File: src/rtl/memory_stage_if.sv
// Port bundle of the memory stage: upstream uop, data-memory bus, downstream uop and bypass.
// master is the stage itself, slave is whatever surrounds it.
interface memory_stage_if #(
  parameter int XLEN = 32,
  parameter int RIDX = 5
);
  logic            u_valid;
  logic            u_stall;
  logic [RIDX-1:0] in_rd;
  logic [XLEN-1:0] in_rd_val;
  logic [XLEN-1:0] in_rs2_val;
  logic            in_mem_en;
  logic            in_mem_st;
  logic [1:0]      in_mem_size;
  logic            in_mem_unsigned;
  logic            in_flags_valid;
  logic [3:0]      in_flags;

  logic            mem_req;
  logic            mem_we;
  logic [XLEN-1:0] mem_addr;
  logic [3:0]      mem_be;
  logic [XLEN-1:0] mem_wdata;
  logic            mem_ack;
  logic [XLEN-1:0] mem_rdata;

  logic            d_valid;
  logic            d_stall;
  logic [RIDX-1:0] out_rd;
  logic [XLEN-1:0] out_rd_val;
  logic            out_flags_valid;
  logic [3:0]      out_flags;
  logic            out_exc;

  logic            byp_r_valid;
  logic [RIDX-1:0] byp_r;
  logic [XLEN-1:0] byp_r_val;
  logic            byp_flags_valid;
  logic [3:0]      byp_flags;

  modport master (
    input  u_valid, in_rd, in_rd_val, in_rs2_val, in_mem_en, in_mem_st, in_mem_size,
           in_mem_unsigned, in_flags_valid, in_flags, mem_ack, mem_rdata, d_stall,
    output u_stall, mem_req, mem_we, mem_addr, mem_be, mem_wdata, d_valid, out_rd,
           out_rd_val, out_flags_valid, out_flags, out_exc, byp_r_valid, byp_r, byp_r_val,
           byp_flags_valid, byp_flags
  );

  modport slave (
    output u_valid, in_rd, in_rd_val, in_rs2_val, in_mem_en, in_mem_st, in_mem_size,
           in_mem_unsigned, in_flags_valid, in_flags, mem_ack, mem_rdata, d_stall,
    input  u_stall, mem_req, mem_we, mem_addr, mem_be, mem_wdata, d_valid, out_rd,
           out_rd_val, out_flags_valid, out_flags, out_exc, byp_r_valid, byp_r, byp_r_val,
           byp_flags_valid, byp_flags
  );
endinterface

File: src/rtl/memory_stage.sv
// Pipeline memory stage: ALU results pass through in one cycle, loads/stores issue one
// outstanding data-memory request and complete on mem_ack.
module memory_stage #(
  parameter int XLEN = 32,
  parameter int RIDX = 5
) (
  input logic           clk,
  input logic           rst,
  memory_stage_if.master bus
);
  typedef enum logic {IDLE, BUSY} state_t;

  state_t          state, stateNext;
  logic            accept, misaligned, memGo, memAck, dv;
  logic [1:0]      off;
  logic [3:0]      beNext;
  logic [XLEN-1:0] wdataNext, shifted, loadVal;

  logic            dValid, outExc, outFv;
  logic [RIDX-1:0] outRd;
  logic [XLEN-1:0] outRdVal;
  logic [3:0]      outFlags;

  logic            memWe;
  logic [XLEN-1:0] memAddr, memWdata;
  logic [3:0]      memBe;
  logic [RIDX-1:0] latRd;
  logic [1:0]      latOff, latSize;
  logic            latUns, latSt, latFv;
  logic [3:0]      latFlags;

  assign off        = bus.in_rd_val[1:0];
  assign bus.u_stall = ~rst & ((state == BUSY) | (dValid & bus.d_stall));
  assign accept     = bus.u_valid & ~bus.u_stall;
  assign misaligned = (bus.in_mem_size == 2'd3) |
                      ((bus.in_mem_size == 2'd1) & off[0]) |
                      ((bus.in_mem_size == 2'd2) & (off != 2'd0));
  assign memGo      = accept & bus.in_mem_en & ~misaligned;
  assign memAck     = (state == BUSY) & bus.mem_ack;

  always_ff @(posedge clk) begin
    if (rst) state <= IDLE;
    else     state <= stateNext;
  end

  always_comb begin
    stateNext = state;
    case (state)
      IDLE:    if (memGo) stateNext = BUSY;
      BUSY:    if (bus.mem_ack) stateNext = IDLE;
      default: stateNext = IDLE;
    endcase
  end

  always_comb begin
    beNext    = 4'hF;
    wdataNext = bus.in_rs2_val;
    case (bus.in_mem_size)
      2'd0: begin
        beNext    = 4'b0001 << off;
        wdataNext = {(XLEN/8){bus.in_rs2_val[7:0]}};
      end
      2'd1: begin
        beNext    = 4'b0011 << off;
        wdataNext = {(XLEN/16){bus.in_rs2_val[15:0]}};
      end
      default: ;
    endcase
  end

  // Request fields are captured once and stay frozen for the whole BUSY window.
  always_ff @(posedge clk) begin
    if (memGo) begin
      memWe    <= bus.in_mem_st;
      memAddr  <= {bus.in_rd_val[XLEN-1:2], 2'b00};
      memBe    <= beNext;
      memWdata <= wdataNext;
      latRd    <= bus.in_rd;
      latOff   <= off;
      latSize  <= bus.in_mem_size;
      latUns   <= bus.in_mem_unsigned;
      latSt    <= bus.in_mem_st;
      latFv    <= bus.in_flags_valid;
      latFlags <= bus.in_flags;
    end
  end

  assign shifted = bus.mem_rdata >> {latOff, 3'b000};

  always_comb begin
    loadVal = shifted;
    case (latSize)
      2'd0: loadVal = latUns ? XLEN'(shifted[7:0])
                             : {{(XLEN-8){shifted[7]}}, shifted[7:0]};
      2'd1: loadVal = latUns ? XLEN'(shifted[15:0])
                             : {{(XLEN-16){shifted[15]}}, shifted[15:0]};
      default: ;
    endcase
  end

  // The output slot is always empty while BUSY, so an ack can load it unconditionally.
  always_ff @(posedge clk) begin
    if (rst) begin
      dValid <= 1'b0;
      outExc <= 1'b0;
    end else if (accept & (~bus.in_mem_en | misaligned)) begin
      dValid   <= 1'b1;
      outExc   <= bus.in_mem_en;
      outRd    <= bus.in_mem_en ? '0 : bus.in_rd;
      outRdVal <= bus.in_mem_en ? '0 : bus.in_rd_val;
      outFv    <= bus.in_flags_valid;
      outFlags <= bus.in_flags;
    end else if (memAck) begin
      dValid   <= 1'b1;
      outExc   <= 1'b0;
      outRd    <= latSt ? '0 : latRd;
      outRdVal <= latSt ? '0 : loadVal;
      outFv    <= latFv;
      outFlags <= latFlags;
    end else if (~bus.d_stall) begin
      dValid <= 1'b0;
    end
  end

  assign dv                  = dValid & ~rst;
  assign bus.d_valid         = dv;
  assign bus.out_rd          = outRd;
  assign bus.out_rd_val      = outRdVal;
  assign bus.out_flags_valid = outFv;
  assign bus.out_flags       = outFlags;
  assign bus.out_exc         = outExc & ~rst;
  assign bus.byp_r_valid     = dv & (outRd != '0);
  assign bus.byp_r           = outRd;
  assign bus.byp_r_val       = outRdVal;
  assign bus.byp_flags_valid = dv & outFv;
  assign bus.byp_flags       = outFlags;

  assign bus.mem_req   = (state == BUSY) & ~rst;
  assign bus.mem_we    = memWe;
  assign bus.mem_addr  = memAddr;
  assign bus.mem_be    = memBe;
  assign bus.mem_wdata = memWdata;
endmodule

File: src/flat_wrapper.sv
// flat-port wrapper written by rule: the top's interface ports become plain ports
module memory_stage_flat 
#(
  parameter int XLEN = 32,
  parameter int RIDX = 5
)
  (clk, rst, bus_u_valid, bus_in_rd, bus_in_rd_val, bus_in_rs2_val, bus_in_mem_en, bus_in_mem_st, bus_in_mem_size, bus_in_mem_unsigned, bus_in_flags_valid, bus_in_flags, bus_mem_ack, bus_mem_rdata, bus_d_stall, bus_u_stall, bus_mem_req, bus_mem_we, bus_mem_addr, bus_mem_be, bus_mem_wdata, bus_d_valid, bus_out_rd, bus_out_rd_val, bus_out_flags_valid, bus_out_flags, bus_out_exc, bus_byp_r_valid, bus_byp_r, bus_byp_r_val, bus_byp_flags_valid, bus_byp_flags);
  memory_stage_if #(.XLEN(XLEN), .RIDX(RIDX)) bus_i ();
  input logic clk;
  input logic rst;
  input wire logic [$bits(bus_i.u_valid)-1:0] bus_u_valid;
  input wire logic [$bits(bus_i.in_rd)-1:0] bus_in_rd;
  input wire logic [$bits(bus_i.in_rd_val)-1:0] bus_in_rd_val;
  input wire logic [$bits(bus_i.in_rs2_val)-1:0] bus_in_rs2_val;
  input wire logic [$bits(bus_i.in_mem_en)-1:0] bus_in_mem_en;
  input wire logic [$bits(bus_i.in_mem_st)-1:0] bus_in_mem_st;
  input wire logic [$bits(bus_i.in_mem_size)-1:0] bus_in_mem_size;
  input wire logic [$bits(bus_i.in_mem_unsigned)-1:0] bus_in_mem_unsigned;
  input wire logic [$bits(bus_i.in_flags_valid)-1:0] bus_in_flags_valid;
  input wire logic [$bits(bus_i.in_flags)-1:0] bus_in_flags;
  input wire logic [$bits(bus_i.mem_ack)-1:0] bus_mem_ack;
  input wire logic [$bits(bus_i.mem_rdata)-1:0] bus_mem_rdata;
  input wire logic [$bits(bus_i.d_stall)-1:0] bus_d_stall;
  output wire logic [$bits(bus_i.u_stall)-1:0] bus_u_stall;
  output wire logic [$bits(bus_i.mem_req)-1:0] bus_mem_req;
  output wire logic [$bits(bus_i.mem_we)-1:0] bus_mem_we;
  output wire logic [$bits(bus_i.mem_addr)-1:0] bus_mem_addr;
  output wire logic [$bits(bus_i.mem_be)-1:0] bus_mem_be;
  output wire logic [$bits(bus_i.mem_wdata)-1:0] bus_mem_wdata;
  output wire logic [$bits(bus_i.d_valid)-1:0] bus_d_valid;
  output wire logic [$bits(bus_i.out_rd)-1:0] bus_out_rd;
  output wire logic [$bits(bus_i.out_rd_val)-1:0] bus_out_rd_val;
  output wire logic [$bits(bus_i.out_flags_valid)-1:0] bus_out_flags_valid;
  output wire logic [$bits(bus_i.out_flags)-1:0] bus_out_flags;
  output wire logic [$bits(bus_i.out_exc)-1:0] bus_out_exc;
  output wire logic [$bits(bus_i.byp_r_valid)-1:0] bus_byp_r_valid;
  output wire logic [$bits(bus_i.byp_r)-1:0] bus_byp_r;
  output wire logic [$bits(bus_i.byp_r_val)-1:0] bus_byp_r_val;
  output wire logic [$bits(bus_i.byp_flags_valid)-1:0] bus_byp_flags_valid;
  output wire logic [$bits(bus_i.byp_flags)-1:0] bus_byp_flags;
  assign bus_i.u_valid = bus_u_valid;
  assign bus_i.in_rd = bus_in_rd;
  assign bus_i.in_rd_val = bus_in_rd_val;
  assign bus_i.in_rs2_val = bus_in_rs2_val;
  assign bus_i.in_mem_en = bus_in_mem_en;
  assign bus_i.in_mem_st = bus_in_mem_st;
  assign bus_i.in_mem_size = bus_in_mem_size;
  assign bus_i.in_mem_unsigned = bus_in_mem_unsigned;
  assign bus_i.in_flags_valid = bus_in_flags_valid;
  assign bus_i.in_flags = bus_in_flags;
  assign bus_i.mem_ack = bus_mem_ack;
  assign bus_i.mem_rdata = bus_mem_rdata;
  assign bus_i.d_stall = bus_d_stall;
  assign bus_u_stall = bus_i.u_stall;
  assign bus_mem_req = bus_i.mem_req;
  assign bus_mem_we = bus_i.mem_we;
  assign bus_mem_addr = bus_i.mem_addr;
  assign bus_mem_be = bus_i.mem_be;
  assign bus_mem_wdata = bus_i.mem_wdata;
  assign bus_d_valid = bus_i.d_valid;
  assign bus_out_rd = bus_i.out_rd;
  assign bus_out_rd_val = bus_i.out_rd_val;
  assign bus_out_flags_valid = bus_i.out_flags_valid;
  assign bus_out_flags = bus_i.out_flags;
  assign bus_out_exc = bus_i.out_exc;
  assign bus_byp_r_valid = bus_i.byp_r_valid;
  assign bus_byp_r = bus_i.byp_r;
  assign bus_byp_r_val = bus_i.byp_r_val;
  assign bus_byp_flags_valid = bus_i.byp_flags_valid;
  assign bus_byp_flags = bus_i.byp_flags;
  memory_stage #(.XLEN(XLEN), .RIDX(RIDX)) u_core (.clk(clk), .rst(rst), .bus(bus_i));
endmodule
File: config.mk
export PLATFORM = sky130hd
export DESIGN_NAME = memory_stage_flat
export DESIGN_NICKNAME = d
export VERILOG_FILES = /design/src/rtl/memory_stage_if.sv /design/src/rtl/memory_stage.sv /design/src/flat_wrapper.sv
export SDC_FILE = /design/constraint.sdc
export NUM_CORES = 1
export LEC_CHECK = 0
export ABC_AREA = 1
export ABC_CLOCK_PERIOD_IN_PS = 4650
export BUFFER_PORTS_ARGS = -buffer_cell sky130_fd_sc_hd__buf_2
export CAP_MARGIN = 25
export CORE_UTILIZATION = 43
export DETAILED_ROUTE_END_ITERATION = 16
export MAX_ROUTING_LAYER = met4
export PLACE_DENSITY = 0.89
export REMOVE_ABC_BUFFERS = 1
export SLEW_MARGIN = 20
export SYNTH_ARGS = -nofsm -noshare
export SYNTH_HDL_FRONTEND = slang
export SYNTH_SLANG_ARGS = --single-unit
File: constraint.sdc
create_clock -name clk -period 4.65 [get_ports clk]
set_input_delay 0.465 -clock clk [delete_from_list [all_inputs] [get_ports clk]]
set_output_delay 0.465 -clock clk [all_outputs]
set_load 0.02 [all_outputs]
==> impl_metrics.yaml, run 1 <==
floorplan:
  placementRows: 42
  dieArea_um2: 14400
  die_y_um: 120
  initial_core_util: 0.447
  die_w_um: 120
  io_pins: 274
  coreArea_um2: 13400
clock_tree:
  htreeDepth: 4
  hold_buffers: 0
  clock_latency_ps: 410
  postCtsSetupBuffers: 0
  cts.clk_slew.worst_paths_ps: 50
  cts_made_buffers: 17
  clock-root-buffer: "clkbuf_16"
  clk_path_buf_depth: 2
  cts_resized: 0
  cts_tree: "yes"
  numClockSinks: 127
grt:
  grt_pass1_wl_um: 25800
  gr-total-overflow: 0
  grt_pass1_vias: 5000
  grt_max_degree: 43
  track_usage: 0.250
  antenna_found_initial: 2
sta:
  setup_viol: 0
  tightest_slew_ps: 970
  holdWs_ps: 242
  fmax_ghz: 0.371
  rsz0062_at_grt: "no"
  fin_crit_ps: 2700
  slew_headroom: 0.353
  fin_crit_sh: 0.580
  finalClockSkew_ps: 7.64
  final_hold_viol_count: 0
  drv_slew: 0
final_layout:
  num-fill-cells: 1163
  nNetsFinal: 922
  drive_above_1_share: 0.388
  fin_cells: 997
  syn2layout_area_growth_pct: 29.1
critical_path:
  worstPathRequired_ps: 4810
  critPathBufInv: 1
  crit_type: "reg -> reg"
  cpMaxStageDelayCell: "edfxtp_1"
  cp_cell_sequence: "inv_1, nand3_1, nand3_4, nand3_4, nand3_1, nand2_1"
  startpoint_type: "flop"
  worst_path_dominant_cell_family: "simple AND/OR/NAND/NOR gates"
  critPathArrivalTime_ps: 2860
  critical-path-max-stage-delay_ps: 740
  cp-end-kind: "flop"
  path_max_fanout: 25
drt:
  first_iter_violations: 510
  routedWlPerCell_um: 17.1
  drc_errors: 0
  vias: 5166
  firstDrtPassIters: 5
  routed_wl_um: 17000
  antenna_left: 0
  via_per_inst: 5.18
synthesis:
  syn_area_um2: 5990
  synth.avg_cell_area_um2: 10.3
  postSynthCellCount: 580
  yosysUniqueCellTypes: 27
  ys_seq_area_frac: 0.631
  yosys_register_bits: 127
  ys_warn_count: 0
power_and_ir_drop:
  pwr-share-comb: 0.126
  total_leakage_power_nw: 3.59
  netSwitchingFraction: 0.248
  vdd_drop_max_mv: 0.237
  seq_power_share: 0.444
  p_clk_frac: 0.430
  p_switching_mw: 0.754
  p_int_mw: 2.28
  p_total_mw: 3.04
  power_density_nw_per_um2: 392
place:
  portBuffers: 271
  gp_congestion: 0.873
  dp.cells: 962
  dpl.hpwl_um: 12200
outcome:
  status: "finished clean"
flow_run:
  drv_cap: 0
hold_path:
  hp-class: "in -> reg"
[layout by cell type (no fill, tap or decap)]
cell type / synthesis / routed
buf_4: 48 / 4
a21oi_4: 1 / 2
o21ai_2: 1 / 1
nor2_1: 16 / 15
or2_2: 1 / 1
o41ai_1: 1 / 1
buf_16: 0 / 1
clkbuf_16: 0 / 17
edfxtp_1: 124 / 124
clkinv_4: 0 / 1
clkinv_2: 0 / 3
nor2_2: 1 / 1
clkbuf_1: 7 / 3
nand2_2: 2 / 2
bufinv_16: 0 / 3
a31oi_1: 1 / 1
conb_1: 1 / 2
nand3_2: 1 / 1
inv_2: 3 / 3
a21oi_2: 1 / 1
diode_2: 0 / 2
nand3_4: 2 / 2
inv_1: 31 / 31
o21ai_0: 27 / 27
clkinv_1: 0 / 2
o31ai_1: 7 / 7
dfxtp_1: 3 / 3
a21oi_1: 15 / 14
clkinvlp_4: 0 / 3
nand3_1: 74 / 74
nand2_1: 189 / 189
buf_2: 8 / 271
nor2_4: 0 / 1
o211ai_1: 8 / 8
[final timing paths]
check / start / to / slack, ps / cells past startpoint
max: u_core.latOff[1] / u_core.bus.byp_r_val[27] / 1950 / 6
min: bus_in_mem_unsigned / u_core.latUns / 240 / 1
max reg2reg: u_core.latOff[1] / u_core.bus.byp_r_val[27] / 1950 / 6
min reg2reg: u_core.state / u_core.state / 500 / 2
[worst reg2reg max path, cell delays in order (launching register included)]
cell and delay (ps):
edfxtp_1 740, inv_1 730, nand3_1 300, nand3_4 240, nand3_4 220, nand3_1 170, nand2_1 60
[power by group through the flow]
stage	Combinational, mW	Sequential [mW]	Clock (mW)
after floorplan	0.125	1.45	0
after global placement	0.372	1.37	0
after detailed placement	0.381	1.37	0
after CTS	0.381	1.35	1.32
after global routing	0.418	1.35	1.38
final	0.384	1.35	1.31
[state kept, by name (all words and copies together) (netlist names), 2 cells and up]
signal                count
u_core.bus.byp_r_val     32
u_core.bus.mem_wdata     32
u_core.bus.mem_addr      30
u_core.bus.byp_r          5
u_core.latRd              5
u_core.bus.byp_flags      4
u_core.bus.mem_be         4
u_core.latFlags           4
u_core.latOff             2
u_core.latSize            2
[kinds of logic after synthesis]
logic type,share of synthesized area
flops,0.631
buf+inv,0.104
simple gates,0.202
compound gates,0.0620
other cells,0.000626
[Yosys cell counts]
library cell / count / area [µm²]
o31ai_1: 7 / 52.6
dfxtp_1: 3 / 60.1
nand2_2: 2 / 12.5
nand3_2: 1 / 10.0
edfxtp_1: 124 / 3720
buf_1: 1 / 3.75
o21ai_0: 27 / 135
conb_1: 1 / 3.75
inv_2: 3 / 11.3
a21oi_4: 1 / 16.3
nand2_1: 189 / 709
buf_6: 6 / 67.6
buf_2: 8 / 40.0
o21ai_2: 1 / 8.76
clkbuf_1: 7 / 26.3
nor2_2: 1 / 6.26
nor2_1: 16 / 60.1
o211ai_1: 8 / 60.1
or2_2: 1 / 6.26
a21oi_2: 1 / 8.76
a21oi_1: 15 / 75.1
a31oi_1: 1 / 6.26
nand3_1: 74 / 370
nand3_4: 2 / 35.0
inv_1: 31 / 116
o41ai_1: 1 / 8.76
buf_4: 48 / 360
[stage by stage]
step	area [µm²]	setup WS [ps]	util	setup TNS (ps)
2_1_floorplan	5500	-253	-	-20770
3_3_place_gp	7130	1690	0.532	0
3_5_place_dp	7130	1600	0.532	0
4_1_cts	7710	1950	0.575	0
5_1_grt	7740	1770	0.577	0
6_report	7740	1950	0.577	0
[final cells by class]
class	instances	area (µm²)	share of cell area
sequential	127	3780	0.489
tap	176	220	0.0285
clock inverter	12	144	0.0186
multi-input combinational	350	1610	0.208
inverter	34	128	0.0165
clock buffer	20	437	0.0564
antenna	2	5.00	0.000647
timing repair buffer	276	1410	0.183
[layer usage]
metal	track usage	wire length, µm	vias to the layer above
li1	-	-	2391
met2	0.422	8810	362
met3	0.0604	1600	33
met1	0.291	6280	2380
met4	0.0852	337	0
met5	-	0	-
Note: power is estimated with default switching activity, not from simulation.
==> run 2, diff against run 1 <==
--- a/config.mk
+++ b/config.mk
@@ -6,13 +6,13 @@
 export NUM_CORES = 1
 export LEC_CHECK = 0
 export ABC_AREA = 1
-export ABC_CLOCK_PERIOD_IN_PS = 4650
+export ABC_CLOCK_PERIOD_IN_PS = 2650
 export BUFFER_PORTS_ARGS = -buffer_cell sky130_fd_sc_hd__buf_2
 export CAP_MARGIN = 25
-export CORE_UTILIZATION = 43
+export CORE_UTILIZATION = 47
 export DETAILED_ROUTE_END_ITERATION = 16
 export MAX_ROUTING_LAYER = met4
-export PLACE_DENSITY = 0.89
+export PLACE_DENSITY = 0.92
 export REMOVE_ABC_BUFFERS = 1
 export SLEW_MARGIN = 20
 export SYNTH_ARGS = -nofsm -noshare
==> constraint.sdc (replaced) <==
create_clock -name clk -period 2.65 [get_ports clk]
set_input_delay 0.265 -clock clk [delete_from_list [all_inputs] [get_ports clk]]
set_output_delay 0.265 -clock clk [all_outputs]
set_load 0.02 [all_outputs]
==> run 2 against run 1 <==
- flip-flop and latch count unchanged
- core utilization grew 5.6 points
- power rose by 69%
- setup slack worse by 1300 ps
- register-to-register slack worse by 1300 ps
- critical endpoint is now u_core.bus.byp_r_val[14]
- largest power group unchanged
- highest routed layer unchanged
==> impl_metrics.yaml, run 2 (synthesis results as in run 1) <==
place:
  portBuffers: 271
  preCtsSetupSlack_ps: 678
  dpl.hpwl_um: 12200
  gp_congestion: 0.879
floorplan:
  coreArea_um2: 12200
  die_y_um: 115
  io_pins: 274
  initial_core_util: 0.491
  placementRows: 40
  dieArea_um2: 13200
  die_w_um: 115
final_layout:
  mostFrequentLayoutCells: "buf_2, nand2_1, edfxtp_1, nand3_1, inv_1"
  final_common_cell: "buf_2"
  antennaDiodeCount: 0
  nNetsFinal: 929
  num-fill-cells: 1013
  drive_above_1_share: 0.391
  syn2layout_area_growth_pct: 29.0
critical_path:
  r2r-end: "u_core.bus.byp_r_val[14]"
  reg2reg_from: "u_core.state"
  rrSetupSlack_ps: 690
  critical-path-max-stage-delay_ps: 610
  critPathArrivalTime_ps: 2230
  worstPathRequired_ps: 2930
  cp-end-kind: "flop"
  crit_type: "reg -> reg"
  r2r_cells: 7
  cp_cell_sequence: "inv_1, nand2_1, a21oi_2, nand2_2, inv_2, nand3_1, nand2_1"
  path_max_fanout: 42
  path_common_cell: "nand2_1"
  startpoint_type: "flop"
  cpMaxStageDelayCell: "inv_2"
clock_tree:
  cts_made_buffers: 17
  cts.clk_slew.worst_paths_ps: 50
  clk_path_buf_depth: 2
  cts_tree: "yes"
  postCtsSetupBuffers: 0
  clock-root-buffer: "clkbuf_16"
  cts_resized: 0
  htreeDepth: 4
  clock_latency_ps: 420
  hold_buffers: 0
  numClockSinks: 127
drt:
  routedWlPerCell_um: 16.8
  via_per_inst: 5.22
  drc_errors: 0
  firstDrtPassIters: 5
  antenna_left: 0
  routed_wl_um: 16700
  first_iter_violations: 625
  vias: 5186
sta:
  fmax_ghz: 0.511
  slew_headroom: 0.484
  fin_crit_ps: 1960
  tightest_slew_ps: 773
  drv_slew: 0
  fin_ws_ps: 694
  final_hold_viol_count: 0
  setup_viol: 0
  finalClockSkew_ps: 10.8
  rsz0062_at_grt: "no"
  fin_crit_sh: 0.738
outcome:
  status: "finished clean"
grt:
  gr-total-overflow: 0
  grt_pass1_wl_um: 24700
  grt_max_degree: 44
  track_usage: 0.266
  antenna_found_initial: 0
  grt_pass1_vias: 4861
power_and_ir_drop:
  vdd_drop_max_mv: 0.562
  p_total_mw: 5.12
  power_density_nw_per_um2: 662
  total_leakage_power_nw: 3.61
flow_run:
  drv_cap: 0
hold_path:
  min_path_cells: 1
  min_to: "u_core.latUns"
  min_from: "bus_in_mem_unsigned"
  hp-class: "in -> reg"
## run 2: cell type report
class	instances	area, µm²	share of cell area
multi-input combinational	350	1610	0.208
inverter	34	128	0.0165
clock inverter	8	70.1	0.00906
clock buffer	24	452	0.0584
timing repair buffer	283	1480	0.192
sequential	127	3780	0.489
tap	168	210	0.0272
## run 2: per-layer routing
layer  wire [µm]  GRT usage  up-vias
met5           0          -        -
met1        5980      0.284     2386
met2        8840      0.466      352
met4         441      0.132        0
li1            -          -     2409
met3        1470     0.0564       39
## run 2: worst max-delay path, delay by kind of cell, from the launching register on
family          cells  cell delay (ps)
simple gates        4              570
buf+inv             2              680
flops               1              330
compound gates      1              230
## run 2: worst max path at each step
stage	start	end	slack (ps)	cells past startpoint
CTS	u_core.bus.byp_r[1]	bus_byp_r_valid	720	4
global route	u_core.state	u_core.bus.byp_r_val[31]	600	7
detailed placement	bus_in_rd_val[0]	u_core.bus.byp_r_val[26]	680	9
floorplan	bus_in_mem_size[1]	u_core.bus.mem_addr[10]	-2050	5
global placement	bus_in_rd_val[0]	u_core.bus.byp_r_val[26]	780	9
finish	u_core.state	u_core.bus.byp_r_val[14]	690	7
## run 2: through the flow
stage	cells	hold slack, ps	cell area (µm²)	setup TNS (ps)	util
floorplan	511	364	5500	-199820	-
global placement	962	444	7210	0	0.591
detailed placement	962	449	7210	0	0.591
CTS	994	10.6	7730	0	0.633
global route	994	11.3	7730	0	0.633
finish	994	33.8	7730	0	0.633
## run 2: power breakdown
part	switching (mW)	internal, mW
sequential	0.0349	2.32
clock	0.800	1.28
combinational	0.460	0.222
==> run 3, diff against run 2 <==
--- a/config.mk
+++ b/config.mk
@@ -6,7 +6,7 @@
 export NUM_CORES = 1
 export LEC_CHECK = 0
 export ABC_AREA = 1
-export ABC_CLOCK_PERIOD_IN_PS = 2650
+export ABC_CLOCK_PERIOD_IN_PS = 2000
 export BUFFER_PORTS_ARGS = -buffer_cell sky130_fd_sc_hd__buf_2
 export CAP_MARGIN = 25
 export CORE_UTILIZATION = 47
==> constraint.sdc (replaced) <==
create_clock -name clk -period 2 [get_ports clk]
set_input_delay 0.2 -clock clk [delete_from_list [all_inputs] [get_ports clk]]
set_output_delay 0.2 -clock clk [all_outputs]
set_load 0.02 [all_outputs]
==> run 3 against run 2 <==
- count of clock-buffer cells in the layout down 6
- sequential share of layout area down 3.8 points
- register-to-register slack worse by 550 ps
- sequential power up 32%
- flip-flop and latch count unchanged
- global-route usage up 1.8 points
- largest power group is now clock
- highest routed layer unchanged
==> impl_metrics.yaml, run 3 (synthesis results as in run 1) <==
drt:
  routed_wl_um: 17800
  drc_errors: 0
  firstDrtPassIters: 5
  vias: 5445
  first_iter_violations: 615
  antenna_left: 0
  via_per_inst: 5.19
  routedWlPerCell_um: 17.0
grt:
  grt_pass1_vias: 5285
  grtUsageMet2: 0.490
  track_usage: 0.283
  grt_pass1_wl_um: 26400
  antenna_found_initial: 2
  use_met3: 0.0785
  top_usage_layer: "met2"
  use_met1: 0.294
  grt_max_degree: 57
  gr-total-overflow: 0
sta:
  slew_headroom: 0.540
  holdWs_ps: 48.4
  drv_slew: 0
  setup_viol: 0
  finalClockSkew_ps: 8.94
  fin_tns_setup_ps: 0
  fin_crit_ps: 1850
  fmax_ghz: 0.539
  rsz0062_at_grt: "no"
  tightest_slew_ps: 689
  fin_crit_sh: 0.927
  final_hold_viol_count: 0
final_layout:
  final_common_cell: "buf_2"
  mostFrequentLayoutCells: "buf_2, nand2_1, edfxtp_1, nand3_1, dlygate4sd3_1"
  syn2layout_area_growth_pct: 39.8
  nNetsFinal: 981
  drive_above_1_share: 0.370
floorplan:
  dieArea_um2: 13200
  io_pins: 274
  placementRows: 40
  coreArea_um2: 12200
  die_w_um: 115
  die_y_um: 115
  initial_core_util: 0.491
clock_tree:
  clock_latency_ps: 420
  cts_made_buffers: 17
  clock-root-buffer: "clkbuf_16"
  cts.clk_slew.worst_paths_ps: 60
  postCtsSetupBuffers: 0
  htreeDepth: 4
  cts_tree: "yes"
  clk_path_buf_depth: 2
  numClockSinks: 127
critical_path:
  crit_type: "in -> reg"
  worstPathRequired_ps: 2280
  startpoint_type: "input pin"
  path_max_fanout: 42
  cp-end-kind: "flop"
  critPathArrivalTime_ps: 2130
power_and_ir_drop:
  p_clk_frac: 0.453
  netSwitchingFraction: 0.236
  p_int_mw: 5.75
  seq_power_share: 0.415
  p_switching_mw: 1.77
  pwr-share-comb: 0.132
  vdd_drop_max_mv: 0.611
  total_leakage_power_nw: 3.88
  power_density_nw_per_um2: 897
outcome:
  status: "finished clean"
place:
  gp_congestion: 0.879
  dpl.hpwl_um: 12200
  portBuffers: 271
flow_run:
  drv_cap: 0
hold_path:
  hp-class: "in -> reg"
[run 3: cell types whose count changed in the layout (fill, tap and decap cells not counted), sizes merged]
cell,before,now
buf,283,284
bufinv,1,6
clkbuf,24,18
clkinv,5,7
clkinvlp,2,1
diode,0,3
dlygate4sd3,0,51
[run 3: layout make-up]
class                      count  area, µm²
tap                          168        210
multi-input combinational    350       1610
antenna                        3       7.51
fill                         899       3830
sequential                   127       3780
clock buffer                  18        429
clock inverter                14        220
inverter                      34        130
timing repair buffer         335       1990
[run 3: path summary, 6_finish.rpt]
check                   start                        to  slack [ps]  depth (start not counted)
max reg2reg  u_core.latOff[0]  u_core.bus.byp_r_val[18]         150                          7
max               bus_d_stall   u_core.bus.byp_r_val[8]         150                          9
min reg2reg      u_core.state              u_core.state         510                          2
min          bus_in_rd_val[1]          u_core.latOff[1]          50                          1
[run 3: what timing repair did]
| action | CTS | global route |
|---|---|---|
| hold endpoints to repair | 51 | 0 |
| hold buffers | 51 | 0 |
| gates resized for setup | 0 | 3 |
| endpoints found under the setup margin | 0 | 42 |
[run 3: through the flow]
| stage | power, mW | instance area [µm²] | setup WS [ps] | instances | util |
|---|---|---|---|---|---|
| CTS | 7.54 | 8370 | 36.9 | 1046 | 0.685 |
| detailed placement | 4.07 | 7210 | 121 | 963 | 0.590 |
| floorplan | 3.66 | 5500 | -2640 | 511 | - |
| finish | 7.52 | 8380 | 145 | 1049 | 0.686 |
| global route | 7.75 | 8380 | 21.3 | 1048 | 0.686 |
| global placement | 4.05 | 7210 | 200 | 963 | 0.590 |
[run 3: per-layer routing]
layer / vias to the layer above / part of all wire
li1: 2515 / -
met1: 2494 / 0.36
met3: 49 / 0.096
met4: 0 / 0.036
met2: 387 / 0.51
met5: - / 0
[run 3: critical path: stages]
cell           delay, ps
dlygate4sd3_1        550
buf_2                130
nand2_1               50
nand2_1               80
a21oi_2              230
nand2_2              200
inv_4                390
nand3_1              170
nand2_1              120
[run 3: power groups by stage]
stage,Sequential (mW),Clock [mW],Combinational (mW)
3_5_place_dp,3.18,0,0.896
6_report,3.12,3.41,0.992
2_1_floorplan,3.37,0,0.290
5_1_grt,3.13,3.55,1.07
4_1_cts,3.12,3.45,0.976
3_3_place_gp,3.17,0,0.876
